<file path="src/rtl/multicycle_sequencer.sv">
// Multicycle IF/ID/EXE/MEM/WB control sequencer with req/ready memory handshakes,
// wait-state timeout into a sticky FAULT state, and a retired-instruction counter.
module multicycle_sequencer #(
  parameter int TIMEOUT = 16,
  parameter int WAIT_W  = 5,
  parameter int CNT_W   = 32
) (
  input  logic             clk,
  input  logic             rst_n,
  input  logic [5:0]       opcode,
  input  logic             zero,
  input  logic             imem_ready,
  input  logic             dmem_ready,
  output logic             imem_req,
  output logic             ir_wre,
  output logic             pc_wre,
  output logic [1:0]       pc_src,
  output logic             reg_wre,
  output logic [1:0]       reg_out,
  output logic             wr_reg_data,
  output logic             alu_m2reg,
  output logic             alu_src_b,
  output logic [1:0]       ext_sel,
  output logic [2:0]       alu_op,
  output logic             dmem_req,
  output logic             dmem_we,
  output logic [2:0]       state,
  output logic             halted,
  output logic             fault,
  output logic [CNT_W-1:0] retired
);

  typedef enum logic [2:0] {
    S_IF    = 3'd0,
    S_ID    = 3'd1,
    S_EXE   = 3'd2,
    S_MEM   = 3'd3,
    S_WB    = 3'd4,
    S_HALT  = 3'd5,
    S_FAULT = 3'd6
  } state_e;

  localparam logic [5:0] OP_R    = 6'b000000;
  localparam logic [5:0] OP_ADDI = 6'b000001;
  localparam logic [5:0] OP_LW   = 6'b100111;
  localparam logic [5:0] OP_SW   = 6'b100110;
  localparam logic [5:0] OP_BEQ  = 6'b110000;
  localparam logic [5:0] OP_J    = 6'b111000;
  localparam logic [5:0] OP_JAL  = 6'b111010;
  localparam logic [5:0] OP_JR   = 6'b111001;
  localparam logic [5:0] OP_HALT = 6'b111111;

  localparam bit              TIMEOUT_EN = (TIMEOUT != 0);
  localparam logic [WAIT_W-1:0] WAIT_LIMIT = WAIT_W'(TIMEOUT - 1);

  state_e             state_r;
  state_e             state_nxt_s;
  logic [WAIT_W-1:0]  wait_r;
  logic [WAIT_W-1:0]  wait_nxt_s;
  logic [CNT_W-1:0]   retired_r;
  logic               timeout_hit_s;

  logic       imem_req_s, ir_wre_s, pc_wre_s, reg_wre_s, dmem_req_s, dmem_we_s;
  logic [1:0] pc_src_s, reg_out_s, ext_sel_s;
  logic [2:0] alu_op_s;
  logic       wr_reg_data_s, alu_m2reg_s, alu_src_b_s;

  assign timeout_hit_s = TIMEOUT_EN && (wait_r == WAIT_LIMIT);

  // Next-state and datapath control decode
  always_comb begin
    state_nxt_s   = state_r;
    imem_req_s    = 1'b0;
    ir_wre_s      = 1'b0;
    pc_wre_s      = 1'b0;
    pc_src_s      = 2'd0;
    reg_wre_s     = 1'b0;
    reg_out_s     = 2'd0;
    wr_reg_data_s = 1'b0;
    alu_m2reg_s   = 1'b0;
    alu_src_b_s   = 1'b0;
    ext_sel_s     = 2'd0;
    alu_op_s      = 3'd0;
    dmem_req_s    = 1'b0;
    dmem_we_s     = 1'b0;
    case (state_r)
      S_IF: begin
        imem_req_s = 1'b1;
        ir_wre_s   = imem_ready;
        if (imem_ready) begin
          state_nxt_s = S_ID;
        end else if (timeout_hit_s) begin
          state_nxt_s = S_FAULT;
        end else begin
          state_nxt_s = S_IF;
        end
      end
      S_ID: begin
        case (opcode)
          OP_J: begin
            pc_wre_s    = 1'b1;
            pc_src_s    = 2'd3;
            state_nxt_s = S_IF;
          end
          OP_JAL: begin
            pc_wre_s      = 1'b1;
            pc_src_s      = 2'd3;
            reg_wre_s     = 1'b1;
            reg_out_s     = 2'd0;
            wr_reg_data_s = 1'b0;
            state_nxt_s   = S_IF;
          end
          OP_JR: begin
            pc_wre_s    = 1'b1;
            pc_src_s    = 2'd2;
            state_nxt_s = S_IF;
          end
          OP_HALT:                          state_nxt_s = S_HALT;
          OP_R, OP_ADDI, OP_LW, OP_SW, OP_BEQ: state_nxt_s = S_EXE;
          default:                          state_nxt_s = S_FAULT;
        endcase
      end
      S_EXE: begin
        case (opcode)
          OP_BEQ: begin
            alu_op_s    = 3'd1;
            pc_wre_s    = 1'b1;
            pc_src_s    = zero ? 2'd1 : 2'd0;
            state_nxt_s = S_IF;
          end
          OP_R: state_nxt_s = S_WB;
          OP_ADDI: begin
            alu_src_b_s = 1'b1;
            ext_sel_s   = 2'd1;
            state_nxt_s = S_WB;
          end
          OP_LW, OP_SW: begin
            alu_src_b_s = 1'b1;
            ext_sel_s   = 2'd1;
            state_nxt_s = S_MEM;
          end
          // Opcode changed after ID: treat as a hard fault rather than guess.
          default: state_nxt_s = S_FAULT;
        endcase
      end
      S_MEM: begin
        dmem_req_s  = 1'b1;
        dmem_we_s   = (opcode == OP_SW);
        alu_src_b_s = 1'b1;
        if (dmem_ready) begin
          if (opcode == OP_SW) begin
            pc_wre_s    = 1'b1;
            pc_src_s    = 2'd0;
            state_nxt_s = S_IF;
          end else begin
            state_nxt_s = S_WB;
          end
        end else if (timeout_hit_s) begin
          state_nxt_s = S_FAULT;
        end else begin
          state_nxt_s = S_MEM;
        end
      end
      S_WB: begin
        reg_wre_s     = 1'b1;
        wr_reg_data_s = 1'b1;
        alu_m2reg_s   = (opcode == OP_LW);
        pc_wre_s      = 1'b1;
        pc_src_s      = 2'd0;
        reg_out_s     = (opcode == OP_R) ? 2'd2 : 2'd1;
        state_nxt_s   = S_IF;
      end
      S_HALT:  state_nxt_s = S_HALT;
      S_FAULT: state_nxt_s = S_FAULT;
      default: state_nxt_s = S_FAULT;
    endcase
  end

  // Wait counter advances only while a handshake is stalled in place
  always_comb begin
    if ((state_r == S_IF  && !imem_ready && state_nxt_s == S_IF) ||
        (state_r == S_MEM && !dmem_ready && state_nxt_s == S_MEM)) begin
      wait_nxt_s = wait_r + WAIT_W'(1'b1);
    end else begin
      wait_nxt_s = '0;
    end
  end

  // State, wait and retired registers
  always_ff @(posedge clk or negedge rst_n) begin
    if (!rst_n) begin
      state_r   <= S_IF;
      wait_r    <= '0;
      retired_r <= '0;
    end else begin
      state_r <= state_nxt_s;
      wait_r  <= wait_nxt_s;
      if (pc_wre_s) begin
        retired_r <= retired_r + CNT_W'(1'b1);
      end else begin
        retired_r <= retired_r;
      end
    end
  end

  // Enables are forced low while reset is held so an aborted instruction has no side effects.
  assign imem_req    = imem_req_s & rst_n;
  assign ir_wre      = ir_wre_s   & rst_n;
  assign pc_wre      = pc_wre_s   & rst_n;
  assign reg_wre     = reg_wre_s  & rst_n;
  assign dmem_req    = dmem_req_s & rst_n;
  assign dmem_we     = dmem_we_s  & rst_n;
  assign pc_src      = pc_src_s;
  assign reg_out     = reg_out_s;
  assign wr_reg_data = wr_reg_data_s;
  assign alu_m2reg   = alu_m2reg_s;
  assign alu_src_b   = alu_src_b_s;
  assign ext_sel     = ext_sel_s;
  assign alu_op      = alu_op_s;
  assign state       = state_r;
  assign halted      = (state_r == S_HALT);
  assign fault       = (state_r == S_FAULT);
  assign retired     = retired_r;

endmodule

</file>
<file path="config.mk">
export PLATFORM = sky130hd
export DESIGN_NAME = multicycle_sequencer
export DESIGN_NICKNAME = d
export VERILOG_FILES = /design/src/rtl/multicycle_sequencer.sv
export SDC_FILE = /design/constraint.sdc
export NUM_CORES = 1
export LEC_CHECK = 0
export ABC_AREA = 0
export BUFFER_PORTS_ARGS = -buffer_cell sky130_fd_sc_hd__buf_4
export CORE_AREA = 4 4 104 57
export DETAILED_ROUTE_END_ITERATION = 10
export DIE_AREA = 0 0 108 61
export PLACE_DENSITY = 0.83
export SYNTH_ARGS = -nofsm -noshare
export SYNTH_HDL_FRONTEND = slang
export SYNTH_SLANG_ARGS = --single-unit
</file>
<file path="constraint.sdc">
create_clock -name clk -period 2.2 [get_ports clk]
set_input_delay 0.44 -clock clk [delete_from_list [all_inputs] [get_ports clk]]
set_output_delay 0.44 -clock clk [all_outputs]
set_load 0.01 [all_outputs]
</file>
# Yosys cells after proc, flatten, opt, wreduce, memory -nomap -nowiden
# Index checks and enable logic that the tools add are counted.
# word_totals
elab_cells,77
reg_bits,40
output_inout_bits,55
inputBits,11
# classes
add_sub_neg,2
n_eq_ne,16
n_bitwise,6
n_reduce_logical,16
muxes,34
# op_table
cell,n
$eq A6 B6 Y1 const B,7
$add A32 B1 Y32 const B,1
$mux W1,18
$pmux W3 S3,2
$pmux W3 S6,1
$mux W3,5
$eq A3 B2 Y1 const B,3
$eq A3 B3 Y1 const B,3
$pmux W2 S2,2
$and A1 B1 Y1,6
$eq A6 B1 Y1 const B,1
$logic_not A3 Y1,2
$logic_not A6 Y1,1
$reduce_or A2 Y1,3
$reduce_or A3 Y1,2
$add A5 B1 Y5 const B,1
$eq A5 B4 Y1 const B,1
$mux W5,1
$reduce_or A5 Y1,1
$logic_and A1 B1 Y1,4
$mux W2,2
$pmux W1 S2,2
$pmux W1 S4,1
$eq A3 B1 Y1 const B,1
2 further kinds,3

# Logic depth before layout (Yosys ltp)
# Gate-level depths: netlist of run 1.
# depth
depth_word,8
mapped_depth,7
mapped_depth_nobuf,6

# Worst setup path before layout of run 1
# OpenSTA, ideal clock, no wires.
# synth_timing
path_type,input to register
from,input port opcode[2]
to,register retired_r[31] (netlist: retired[31])
arrival_time_ns,2.285
slack_ns,-0.210
stages,7
n_path_buf,2
required_time_ns,2.076
setup_time_ns,0.124
path_cell_list,buf_2 > or3_1 > nor4_4 > o31a_1 > buf_4 > or4b_1 > xnor2_1
# synth_between
elab_chain_len,4
elab_cells_between_ends,11
classes_between,eq/ne: 5; mux: 5; reduce/logical: 1
# synth_lines
element,line_no,rtl
"start, declared",10,"input logic [5:0] opcode,"
"$eq A6 B6 Y1, on equally long branches","99, 151",
$reduce_or A3 Y1 (no source line) / $mux W1 (equally long branches),--,
"$mux W1, on equally long branches","99, 150",
$pmux W1 S4 *,86,case (state_r)
"end signal, assigned",199,retired_r <= retired_r + CNT_W'(1'b1);
"end signal, assigned",201,retired_r <= retired_r;
"end, declared",60,logic [CNT_W-1:0] retired_r;
# Every way passes the cells marked *; elsewhere a longest branch is shown, timed or not.
# A chain may end at the register's enable or synchronous reset.

# Final worst setup path of run 1
# layout_timing
from,register state_r[2] (netlist: state[2])
to,output port pc_wre
# layout_between
elab_chain_len,3
elab_cells_between_ends,6
classes_between,eq/ne: 4; mux: 1; bitwise: 1
# layout_lines
element,line_no,rtl
"start, declared",56,state_e state_r;
"start signal, assigned",196,state_r <= state_nxt_s;
"$eq A3 B3 Y1, or another cell as far along",86,
$pmux W1 S4 *,86,
$and A1 B1 Y1 *,209,assign pc_wre = pc_wre_s & rst_n;
"end, declared",16,"output logic pc_wre,"
# Marked as above.

==> impl_results.md, run 1 <==
* Status: complete, but fails checks
* Violated checks: setup timing
* Met3 WL at around 290 um
* CP Capture Type: output pin
* Ys flop type: dfrtp_1
* Sequential fraction of the synthesis area at 43.9%
* Async S/R FF share, synth at 100%
* CTS tree: done
* First-pass GRT wire length at a little under 10000 um
* Drt wl/cell at 15.6 um
* Simple-Gate Fraction of Synth Area at a little under a third
* Syn Std Cell Area at 0.00228 mm^2
* GPL Wtd Cong at around 0.87
* Post-DP HPWL at 4340 um
* CTS buffer count at 5
* IO buf count at 62
* Critical Path AT at 1.90 ns
* Post-synthesis compound-gate area fraction at under 10%
* Die height at slightly above 60 um
* Req. time, crit path at about 1.8 ns
* # diodes at 0
* Die Footprint at ~0.0066 mm^2
* Number of synthesized flops with an enable pin at 0
* Drt total wl at about 6400 um
* Tightest slew margin relative to the limit at 60.5%
* Starting density of the core at between 40% and 50%
* Share of layout cells above drive strength 1 at 37.9%
* Max clock buf depth at 2
* RSZ-0062 raised after global routing: yes
* Dpl ws at -0.120 ns
* Layout Skew at just over 0.005 ns
* Synth-to-Final Area Change at 46.1%
* GRT Residual Overflow at 0
* Top cell type's share of synthesized area at between 40% and 50%
* Cell taking the most area after synthesis: dfrtp_1
* Max Cap Viol at 0
* Final setup margin at -0.136 ns
* Row count at 18
* F_max at approximately 430 MHz
* Final count of hold timing violations at 0
* Synth cell types at roughly 40
* DR top layer: met4
* DR vias/cell at about 5.3
* Setup Crit Path Kind: flop to output pin
* Vias at between 2000 and 2500
* Drc violations at 0
* YS warnings at 0
* H-tree levels at 2
* CTS clk-pin slew, worst paths at ~0.08 ns
* Total track usage at 19.1%
* P per Cell Area at 803 mW/mm^2
* Worst Setup Start Kind: flop
* Synthesized instance count at 244
* Setup tns final at -0.436 ns
* Nets@finish at 353
* Min Clock Period, post-route at 2.34 ns
* Vias in the first global route at roughly 2000
* Initial antenna violation count at 0
* Skew-Pair Late Insertion Delay at 0.30 ns
* Met2 WL at 3340 um
* Tcrit/Tclk final at 106%
* Clk sink count at 40
* Adder-cell share of the synthesized area at 1.65%
* Leakage at around 1.6 nW
* Final Setup Violations at 6
* DP Cell Count at roughly 390
* Final ANT Viol Nets at 0
* Xor and xnor fraction of the mapped netlist area at 12.7%
* Non-Filler Instances at 410
* Min-delay worst type: input port to async pin
* Initial drt markers at 96
* Core Footprint at approximately 0.005 mm^2
* First-pass DRT Iterations at 4
* Largest family of logic cells by synthesized area: simple AND/OR/NAND/NOR gates
* Root Driver: clkbuf_8
* Largest net degree at the start of global routing at 38
* Met1 wire length at about 2700 um
* Mux cell area share after synthesis at less than 1%
* Maximum VDD drop at 0.000389 V
* Chip width at around 110 um
* IO Pins at 66
* Max Slew Vio Count at 0
* Area contributors post-synth: dfrtp_1 44%, xnor2_1 6.9%, xor2_1 5.8%
* Flops & latches, synth at 40
* Crit Path Max Fanout at 12
* Avg Cell Area, Syn at 9.35 um^2
* Tightest Pin Transition at approximately 0.6 ns
* # fillers at around 360
## worst paths after layout
kind	startpoint	end	slack, ns	depth (start not counted)
max	state[2]	pc_wre	-0.14	6
min	rst_n	state[1]	0.48	2
max reg2reg	state[2]	retired[31]	-0.06	7
min reg2reg	wait_r[0]	wait_r[0]	0.49	1
max in group asynchronous	rst_n	retired[19]	1.06	3
min in group clk	wait_r[0]	wait_r[0]	0.49	1
## cell type report
type	count	area, um^2	area share (%)
Clock buffer	7	96.3	2.89
Clock inverter	1	30.0	0.901
Inverter	9	33.8	1.01
Multi-Input combinational cell	187	1320	39.7
Sequential cell	40	1000	30.0
Tap cell	70	87.6	2.63
Timing Repair Buffer	96	761	22.8
## worst max-delay path, stage by stage (launching register included)
cell and delay (ns):
dfrtp_1 0.42, buf_6 0.16, nand3b_1 0.23, o41ai_4 0.35, or3_4 0.20, and2_4 0.14, buf_6 0.10
## registers in the layout, indices dropped and copies added (netlist names)
name	flops
retired	32
wait_r	5
state	3
## kinds of logic (layout without fill, tap and decap cells)
kind of cell             after synthesis  count (layout)
AO/OA/AOI/OAI                         23              23
multiplexers                           1               1
flip-flops                            40              40
XOR/XNOR                              33              33
adder cells (fa/ha/maj)                3               3
buffers and inverters                 19             113
other                                  1               3
AND/OR/NAND/NOR                      124             124
## cell usage in the layout, fill, tap and decap left out, types with 2 or more instances in the layout
| master | count |
|---|---|
| xnor2_1 | 17 |
| or3b_4 | 3 |
| o21ai_0 | 7 |
| dfrtp_1 | 40 |
| o31a_1 | 2 |
| and4_1 | 3 |
| nor3_1 | 11 |
| a31oi_1 | 2 |
| and3_1 | 9 |
| nand3b_1 | 2 |
| conb_1 | 3 |
| or3_1 | 2 |
| nor4_4 | 4 |
| nand2b_1 | 3 |
| buf_4 | 85 |
| buf_6 | 10 |
| nand4_1 | 6 |
| inv_1 | 8 |
| nor2_1 | 21 |
| nor2b_1 | 3 |
| clkbuf_8 | 7 |
| nand2_1 | 18 |
| or2_2 | 3 |
| nor4_2 | 2 |
| xor2_1 | 15 |
| ha_1 | 3 |
| and2_1 | 6 |
| a21oi_1 | 6 |
| or3_4 | 2 |
| nand3_1 | 17 |
## metal layers
| layer | track usage, % | vias up |
|---|---|---|
| met1 | 23.8 | 1076 |
| met2 | 34.5 | 52 |
| li1 | - | 1033 |
| met3 | 3.29 | 8 |
| met5 | 0 | - |
| met4 | 7.01 | 0 |
## where the power goes
| group | switching (mW) | internal [mW] | leakage, nW |
|---|---|---|---|
| clock | 0.265 | 0.400 | 0.0645 |
| combinational | 0.530 | 0.556 | 1.05 |
| sequential | 0.102 | 0.823 | 0.521 |
| total | 0.898 | 1.78 | 1.64 |
## synthesized netlist by cell type, types with 5 or more instances
| master | instances |
|---|---|
| nor3_1 | 13 |
| dfrtp_1 | 40 |
| and2_1 | 7 |
| nor2_1 | 22 |
| a21oi_1 | 6 |
| xor2_1 | 15 |
| inv_1 | 9 |
| o21ai_0 | 7 |
| nand3_1 | 17 |
| nand4_1 | 6 |
| xnor2_1 | 18 |
| nand2_1 | 18 |
| clkbuf_1 | 5 |
| and3_1 | 9 |
## through the flow
step	util (%)	hold slack (ns)	area, um^2	power (mW)
after CTS	65.8	0.485	3210	2.57
after global placement	60.9	0.257	2980	1.81
after detailed placement	60.9	0.257	2980	1.83
after global routing	68.2	0.492	3330	2.80
after floorplan	-	0.144	2310	1.41
final	68.2	0.480	3330	2.68
## timing repair
item,in CTS,in global routing
cloned,0,0
endpoints found under the setup margin,16,13
endpoints found under the hold margin,3,0
resized for setup,13,18
pin swaps,6,7
hold buffers,1,0
buffers inserted,5,4
No activity file was read; power rests on OpenSTA's default activity.
==> run 2, diff against run 1 <==
--- a/config.mk
+++ b/config.mk
@@ -10,7 +10,7 @@
 export CORE_AREA = 4 4 104 57
 export DETAILED_ROUTE_END_ITERATION = 10
 export DIE_AREA = 0 0 108 61
-export PLACE_DENSITY = 0.83
+export PLACE_DENSITY = 0.82
 export SYNTH_ARGS = -nofsm -noshare
 export SYNTH_HDL_FRONTEND = slang
 export SYNTH_SLANG_ARGS = --single-unit
==> run 2 against run 1 <==
  * The flow still finishes with violations (setup timing)
  * Critical path type unchanged
  * Routed wire length rose by 5.5%
  * Non-clock buffer count rose by 2
  * Die area did not move
==> impl_results.md, run 2 (synthesis gave the netlist of run 1 again) <==
* Status: complete, but fails checks
* Drt total wl at 6760 um (+5.5%)
* Critical Path AT at 1.93 ns (+0.03 ns)
* Row count at 18 (unchanged)
* # fillers at 349 (-2.0%)
* Violated checks: setup timing
* Worst Setup Start Kind: flop
* Drt wl/cell at 16.4 um (+5.2%)
* Initial drt markers at 116 (+21%)
* Layout Skew at 0.00354 ns (-0.00158 ns)
* Crit Path Max Fanout at 4 (-8)
* Share of layout cells above drive strength 1 at 41.3% (+3.4 points)
* Vias at 2236 (+3.1%)
* Max clock buf depth at 2 (unchanged)
* Leakage at 1.62 nW (-1.3%)
* Largest net degree at the start of global routing at 38 (unchanged)
* GPL Wtd Cong at 0.898 (+2.9%)
* Min Clock Period, post-route at 2.37 ns (+0.0376 ns)
* Dpl ws at -0.149 ns (-0.0293 ns)
* Chip width at 108 um (unchanged)
* # diodes at 0 (unchanged)
* RSZ-0062 raised after global routing: yes
* Max Cap Viol at 0 (unchanged)
* CP Capture Type: output pin
* Vias in the first global route at 2209 (+7.6%)
* Starting density of the core at 46.7% (unchanged)
* CTS buffer count at 5 (unchanged)
* Setup Crit Path Kind: flop to output pin
* Post-DP HPWL at 4580 um (+5.3%)
* Initial antenna violation count at 0 (unchanged)
* Min-delay worst type: flop to flop
* IO buf count at 62 (unchanged)
* Tightest Pin Transition at 0.593 ns (+0.00576 ns)
* F_max at 421 MHz (-1.6%)
* Max Slew Vio Count at 0 (unchanged)
* Final count of hold timing violations at 0 (unchanged)
* Final ANT Viol Nets at 0 (unchanged)
* Die Footprint at 0.00659 mm^2 (unchanged)
* Core Footprint at 0.00489 mm^2 (unchanged)
* IO Pins at 66 (unchanged)
* Total track usage at 19.7% (+0.61 points)
* Skew-Pair Late Insertion Delay at 0.29 ns (about the same)
* Req. time, crit path at 1.76 ns (about the same)
* Drc violations at 0 (unchanged)
* Total power at 2.53 mW (-5.6%)
* Tightest slew margin relative to the limit at 60.2% (-0.32 points)
* DR vias/cell at 5.44 (+2.8%)
* Final Setup Violations at 11 (+5)
* Most common cell after layout, fill and taps aside: buf_4
* Die height at 61 um (unchanged)
* Nets@finish at 355 (+0.57%)
* Root Driver: clkbuf_8
* P per Cell Area at 749 mW/mm^2 (-6.7%)
* CTS clk-pin slew, worst paths at 0.07 ns (about the same)
* H-tree levels at 2 (unchanged)
* Clk sink count at 40 (unchanged)
* Tcrit/Tclk final at 108% (+1.7 points)
* Synth-to-Final Area Change at 47.9%
* Final setup margin at -0.173 ns (-0.0376 ns)
* Commonest cells after routing, fill and taps aside: 86 x buf_4, 40 x dfrtp_1, 18 x nand2_1, 17 x nor2_1, 17 x xnor2_1
* Largest register FFs at 32 (unchanged)
* First-pass DRT Iterations at 5 (+1)
* GRT Residual Overflow at 0 (unchanged)
* CTS tree: done
* Maximum VDD drop at 0.000363 V (-6.9%)
* First-pass GRT wire length at 10200 um (+4.1%)
run 2: cell count changes in the layout (fill, tap and decap cells not counted), moves of 2 or more:
| cell | delta |
|---|---|
| nor3_1 | -4 |
| clkbuf_8 | -2 |
| nor2_4 | +2 |
| nor2_2 | +2 |
| nor3_2 | +3 |
| nor2_1 | -4 |
run 2: cell type report:
class,instances,area [um^2],share of cell area (%)
timing repair buffer,98,779,23.1
tap,70,87.6,2.60
inverter,9,33.8,1.00
multi-input combinational,187,1390,41.2
clock buffer,5,68.8,2.04
clock inverter,2,12.5,0.371
sequential,40,1000,29.7
run 2: what timing repair did:
action,CTS,global route
buffers inserted,6,5
setup endpoints to repair,18,26
hold endpoints to repair,3,0
resized for setup,16,30
hold buffers,1,0
pin swaps,9,13
run 2: routing by layer:
layer	part of all wire, %	up-vias	GRT usage [%]
met3	4.4	12	3.72
met5	0	-	0
met4	2.0	0	8.81
met2	54	73	36.9
met1	40	1113	22.7
li1	-	1038	-
run 2: final timing paths:
check | startpoint | end | slack [ns] | cells after the start
max reg2reg | state[1] | retired[31] | -0.17 | 6
max | state[1] | pc_src[0] | -0.17 | 6
min reg2reg | wait_r[0] | wait_r[0] | 0.47 | 1
min in group asynchronous | rst_n | state[2] | 0.48 | 2
min | wait_r[0] | wait_r[0] | 0.47 | 1
max in group asynchronous | rst_n | retired[9] | 1.06 | 3
run 2: metrics by stage:
stage          setup TNS [ns]  std cells  util, %  area (um^2)  hold WS (ns)
2_1_floorplan          -0.272        246        -         2310         0.144
3_3_place_gp          -0.0781        393     61.0         2980         0.257
3_5_place_dp           -0.571        393     61.0         2980         0.258
4_1_cts                -0.316        407     65.4         3200         0.471
5_1_grt                 -2.62        411     69.0         3370         0.493
6_report               -0.998        411     69.0         3370         0.474
run 2: worst max-delay path, cell delays in order (launching register included):
cell and delay [ns]:
dfrtp_1 0.42, or3b_4 0.42, buf_6 0.13, nor4_4 0.30, buf_4 0.15, a21o_1 0.10
buf_6 0.11
run 2: power breakdown:
group / internal, mW / total [mW] / switching (mW) / leakage (nW)
Combinational: 0.577 / 1.13 / 0.555 / 1.06
Sequential: 0.823 / 0.922 / 0.0987 / 0.521
Clock: 0.215 / 0.473 / 0.258 / 0.0400
